`config.mk`:
```
export PLATFORM = sky130hd
export DESIGN_NAME = matrix_op_scheduler
export DESIGN_NICKNAME = d
export VERILOG_FILES = /design/src/rtl/matrix_op_scheduler.sv
export SDC_FILE = /design/constraint.sdc
export NUM_CORES = 1
export LEC_CHECK = 0
export ABC_AREA = 1
export ABC_CLOCK_PERIOD_IN_PS = 4090
export BUFFER_PORTS_ARGS = -buffer_cell sky130_fd_sc_hd__buf_2
export CAP_MARGIN = 10
export CORE_UTILIZATION = 51
export DETAILED_ROUTE_END_ITERATION = 16
export PLACE_DENSITY = 0.74
export SYNTH_ARGS = -nofsm -noshare
export SYNTH_HDL_FRONTEND = slang
export SYNTH_SLANG_ARGS = --single-unit
```
`constraint.sdc`:
```
create_clock -name clk -period 4.09 [get_ports clk]
set_clock_uncertainty 0.05 [all_clocks]
set_input_delay 0.6135 -clock clk [delete_from_list [all_inputs] [get_ports clk]]
set_output_delay 0.6135 -clock clk [all_outputs]
set_load 0.1 [all_outputs]
```
`src/rtl/matrix_op_scheduler.sv`:
```
// matrix_op_scheduler
// Shares one 4x4 elementwise matrix engine among NUM_REQ requesters.
// A round-robin arbiter picks a requester. The block pulses the engine start
// and waits for done, or aborts with an error after TIMEOUT cycles. It then
// returns a tagged response. eng_sel and eng_op stay stable from grant until
// the response is consumed, so the operand muxes stay on the granted source.
module matrix_op_scheduler #(
  parameter int NUM_REQ = 4,
  parameter int OP_W    = 2,
  parameter int TIMEOUT = 64,
  localparam int IDW    = (NUM_REQ > 1) ? $clog2(NUM_REQ) : 1
) (
  input  logic                    clk,
  input  logic                    rst_n,
  input  logic [NUM_REQ-1:0]      req_valid,
  input  logic [NUM_REQ*OP_W-1:0] req_op,
  output logic [NUM_REQ-1:0]      req_ready,
  output logic                    eng_start,
  output logic [OP_W-1:0]         eng_op,
  output logic [IDW-1:0]          eng_sel,
  input  logic                    eng_done,
  output logic                    rsp_valid,
  output logic [IDW-1:0]          rsp_id,
  output logic                    rsp_err,
  input  logic                    rsp_ready,
  output logic                    busy
);

  localparam int                CNT_W    = $clog2(TIMEOUT + 1);
  localparam int                IDX_W    = IDW + 1;
  localparam logic [CNT_W-1:0]  CNT_LAST = CNT_W'(TIMEOUT - 1);
  localparam logic [CNT_W-1:0]  CNT_SAT  = CNT_W'(TIMEOUT);
  localparam logic [IDW-1:0]    LAST_RST = IDW'(NUM_REQ - 1);
  localparam logic [IDX_W-1:0]  NUM_IDX  = IDX_W'(NUM_REQ);

  typedef enum logic [1:0] {
    S_IDLE  = 2'd0,
    S_ISSUE = 2'd1,
    S_WAIT  = 2'd2,
    S_RESP  = 2'd3
  } state_t;

  state_t            state_q, state_d;
  logic [IDW-1:0]    last_grant_q, last_grant_d;
  logic [IDW-1:0]    sel_q, sel_d;
  logic [OP_W-1:0]   op_q, op_d;
  logic [CNT_W-1:0]  cnt_q, cnt_d;
  logic              err_q, err_d;

  // Arbiter results
  logic              grant_found;
  logic [IDW-1:0]    grant_idx;
  logic [NUM_REQ-1:0] grant_onehot;
  logic [OP_W-1:0]   grant_op;
  logic [IDX_W-1:0]  cand_w;
  logic [IDW-1:0]    cand;

  // Per-requester opcode view of the flat req_op bus
  logic [OP_W-1:0]   op_arr [NUM_REQ];

  generate
    for (genvar gi = 0; gi < NUM_REQ; gi++) begin : g_op_slice
      assign op_arr[gi] = req_op[gi*OP_W +: OP_W];
    end
  endgenerate

  // Round-robin search: first valid requester after last_grant, wrapping mod NUM_REQ
  always_comb begin
    grant_found  = 1'b0;
    grant_idx    = '0;
    grant_onehot = '0;
    cand_w       = '0;
    cand         = '0;
    for (int i = 0; i < NUM_REQ; i++) begin
      cand_w = {1'b0, last_grant_q} + IDX_W'(i + 1);
      if (cand_w >= NUM_IDX) begin
        cand_w = cand_w - NUM_IDX;
      end
      cand = cand_w[IDW-1:0];
      if (!grant_found && req_valid[cand]) begin
        grant_found        = 1'b1;
        grant_idx          = cand;
        grant_onehot[cand] = 1'b1;
      end
    end
    grant_op = op_arr[grant_idx];
  end

  // Next-state and per-state outputs of the scheduling FSM
  always_comb begin
    state_d      = state_q;
    last_grant_d = last_grant_q;
    sel_d        = sel_q;
    op_d         = op_q;
    cnt_d        = cnt_q;
    err_d        = err_q;
    req_ready    = '0;
    eng_start    = 1'b0;
    rsp_valid    = 1'b0;
    busy         = 1'b1;
    case (state_q)
      S_IDLE: begin
        busy = 1'b0;
        // Gated by rst_n so no accept pulse is shown while reset is held
        if (grant_found && rst_n) begin
          req_ready = grant_onehot;
          sel_d     = grant_idx;
          op_d      = grant_op;
          state_d   = S_ISSUE;
        end
      end
      S_ISSUE: begin
        eng_start = 1'b1;
        cnt_d     = '0;
        err_d     = 1'b0;
        state_d   = S_WAIT;
      end
      S_WAIT: begin
        if (cnt_q != CNT_SAT) begin
          cnt_d = cnt_q + 1'b1;
        end
        // cnt_q == 0 is the first WAIT cycle: done may be stale from the last op
        if ((cnt_q != '0) && eng_done) begin
          err_d   = 1'b0;
          state_d = S_RESP;
        end else if (cnt_q == CNT_LAST) begin
          err_d   = 1'b1;
          state_d = S_RESP;
        end
      end
      S_RESP: begin
        rsp_valid = 1'b1;
        if (rsp_ready) begin
          last_grant_d = sel_q;
          state_d      = S_IDLE;
        end
      end
      default: begin
        state_d = S_IDLE;
      end
    endcase
  end

  // State and datapath registers, cleared asynchronously
  always_ff @(posedge clk or negedge rst_n) begin
    if (!rst_n) begin
      state_q      <= S_IDLE;
      last_grant_q <= LAST_RST;
      sel_q        <= '0;
      op_q         <= '0;
      cnt_q        <= '0;
      err_q        <= 1'b0;
    end else begin
      state_q      <= state_d;
      last_grant_q <= last_grant_d;
      sel_q        <= sel_d;
      op_q         <= op_d;
      cnt_q        <= cnt_d;
      err_q        <= err_d;
    end
  end

  assign eng_sel = sel_q;
  assign eng_op  = op_q;
  assign rsp_id  = rsp_valid ? sel_q : '0;
  assign rsp_err = rsp_valid & err_q;

endmodule
```
==> results.json <==
{
  "status": "finished with violations",
  "violations": "DRC",
  "via_count": 1474,
  "antenna_found_initial": 0,
  "cts-root-buf": "clkbuf_4",
  "syn_inst": 212,
  "die_area_sq_mm": 0.003313,
  "holdBufCountCts": 0,
  "rows": 19,
  "synth_top_area_share": 0.2226,
  "core_sq_mm": 0.002829,
  "path_max_fanout": 15,
  "diodes": 0,
  "final_max_slew_viol_count": 0,
  "worstPathRequired_ns": 3.43,
  "worstMarginPinSlew_ns": 0.4883,
  "die_height_microns": 57.56,
  "grt_pass1_wl_microns": 5678,
  "worstSetupEndpointType": "output pin",
  "cts_tree": "yes",
  "fin_setup_tns_ns": 0,
  "gr-total-overflow": 0,
  "netlist_area_sq_mm": 0.001574,
  "port_buffers": 29,
  "cts_made_buffers": 3,
  "ys_warn_count": 0,
  "ff2ff_path_depth": 11,
  "grt_max_degree": 19,
  "n_fill_cell": 263,
  "cp_top_family": "buffers and inverters",
  "firstDrtPassIters": 10,
  "synth_ff_type": "dfrtp_1",
  "path_cells": "inv_2 > ha_1 > inv_1 > nand3_1 > nand2_1 > nand4_4 > nand3_4 > inv_1 > nand2_1 > inv_1 > buf_2",
  "critPathMaxStageDelay_ns": 0.76,
  "finalCriticalPeriod_ns": 3.727,
  "finalHoldViolCount": 0,
  "synth_edf_count": 0,
  "dp_hpwl_microns": 2669,
  "cp_slowest_cell": "dfstp_2",
  "io_pins": 30,
  "cp_num_cells": 11,
  "grt_usage": 0.2169,
  "synth.avg_cell_area_sq_um": 7.425,
  "max_slew_margin": 0.6767,
  "ant_nets": 0,
  "fin_cells": 275,
  "nets": 275,
  "netlist_top_cells_area": "dfrtp_1 (22%), nand2_1 (11%), ha_1 (11%)",
  "dpl_cell_area_sq_mm": 0.001747,
  "async_flop_share": 1.000,
  "clkLatencyLatePin_ns": 0.29,
  "die_x_microns": 57.56,
  "period_share": 0.9112,
  "design_area_sq_mm": 0.001783,
  "ys_types": 34,
  "setup_viol": 0,
  "viasPerCell": 5.360,
  "hold_class": "in2async",
  "grt_pass1_vias": 1332,
  "finalCoreUtilization": 0.6303,
  "placed_cells": 271,
  "clock_sinks": 16,
  "critPathKind": "reg2out",
  "place_congestion": 0.9349,
  "cap_violations": 0,
  "wl_per_cell_microns": 11.93,
  "start_kind": "flip-flop",
  "area_growth_pct": 13.28,
  "cp.arrival_ns": 3.06,
  "drc_errors": 1,
  "initial_core_util": 0.5564,
  "path_clk_slew_ns": 0.09,
  "postCtsSetupBuffers": 0,
  "drt-total-wl_microns": 3281,
  "grt_setup_unrepaired": "no",
  "synth_nets": 242,
  "drive_gt1_frac": 0.2541,
  "initialDrtViolationCount": 71,
  "cts_buffer_depth": 2,
  "fmax_mhz": 268.3,
  "crit_buf_inv": 5,
  "path_common_cell": "inv_1",
  "ys_seq_area_frac": 0.2560,
  "cts_resized": 0,
  "ys_ff_latch": 16,
  "htree_levels": 1,
  "synth.largest_area_cell": "dfrtp_1"
}
==> area by class of cell <==
class                   instances  area, sq um  area share
repair buffers                 29        145.1     0.08140
flip-flops and latches         16        402.9      0.2260
clock buffers                   4        36.28     0.02035
well taps                      31        38.79     0.02175
inverters                      39        148.9     0.08351
multi-input cells             156         1011      0.5670
==> synth_stat cells, types with 2 or more instances <==
master,count
ha_1,14
nand3_1,22
inv_1,37
nand3_2,2
nand4_1,16
nor2_1,6
nand3_4,2
o21ai_0,6
nand2_4,4
a21oi_2,2
dfstp_2,2
nand2_1,47
a21oi_1,5
nand2_2,9
nor3_1,2
o21ai_1,3
dfrtp_1,14
a22oi_1,3
==> cells by family (layout without fill, tap and decap cells) <==
kind of cell,after synthesis,in the layout,share of synthesized area
AOI/OAI and AO/OA,26,26,0.1089
xor gates and xnor gates,1,1,0.005565
adders and majority gates,14,14,0.1113
buffers and inverters,40,72,0.1017
DFF,16,16,0.2560
muxes,1,1,0.007154
and+or+nand+nor,114,114,0.4094
==> routing by layer <==
metal  global-route usage  wire length [microns]
met3              0.01134                     79
met4               0.1010                     53
met1               0.2917                   1555
met2               0.3588                   1592
met5                    0                      0
==> path summary, 6_finish.rpt <==
path | slack (ns) | end | start
max | 0.36 | req_ready[0] | last_grant_q[0]$_DFFE_PN1P_
min | 0.19 | state_q[0]$_DFFE_PN0P_ | rst_n
max reg2reg | 1.48 | eng_op[1]$_DFFE_PN0P_ | last_grant_q[0]$_DFFE_PN1P_
min reg2reg | 0.45 | eng_op[0]$_DFFE_PN0P_ | eng_op[0]$_DFFE_PN0P_
max in group asynchronous | 3.47 | last_grant_q[0]$_DFFE_PN1P_ | rst_n
min in group clk | 0.45 | eng_op[0]$_DFFE_PN0P_ | eng_op[0]$_DFFE_PN0P_
==> placed cells by master (no fill, tap or decap), drive strengths merged, types with 2 or more instances in the layout <==
master  count
a21oi       7
a22oi       3
buf        29
clkbuf      4
dfrtp      14
dfstp       2
ha         14
inv        39
nand2      61
nand3      26
nand4      17
nor2        7
nor3        3
o21ai       9
==> metrics by stage <==
stage | setup WS, ns | hold WS, ns
after floorplan | 0.9920 | 0.2679
after global placement | 0.7591 | 0.4297
after detailed placement | 0.6985 | 0.4361
after CTS | 0.3690 | 0.2003
after global routing | 0.1824 | 0.2118
final | 0.3634 | 0.1932
==> sequential cells by signal (all words and copies together), names as in the netlist <==
| signal | cells |
|---|---|
| cnt_q | 7 |
| eng_op | 2 |
| eng_sel | 2 |
| last_grant_q | 2 |
| state_q | 2 |
| err_q | 1 |
Power is not shown: default switching activity piles up to over one toggle a cycle in this logic, so the estimate is an artifact.
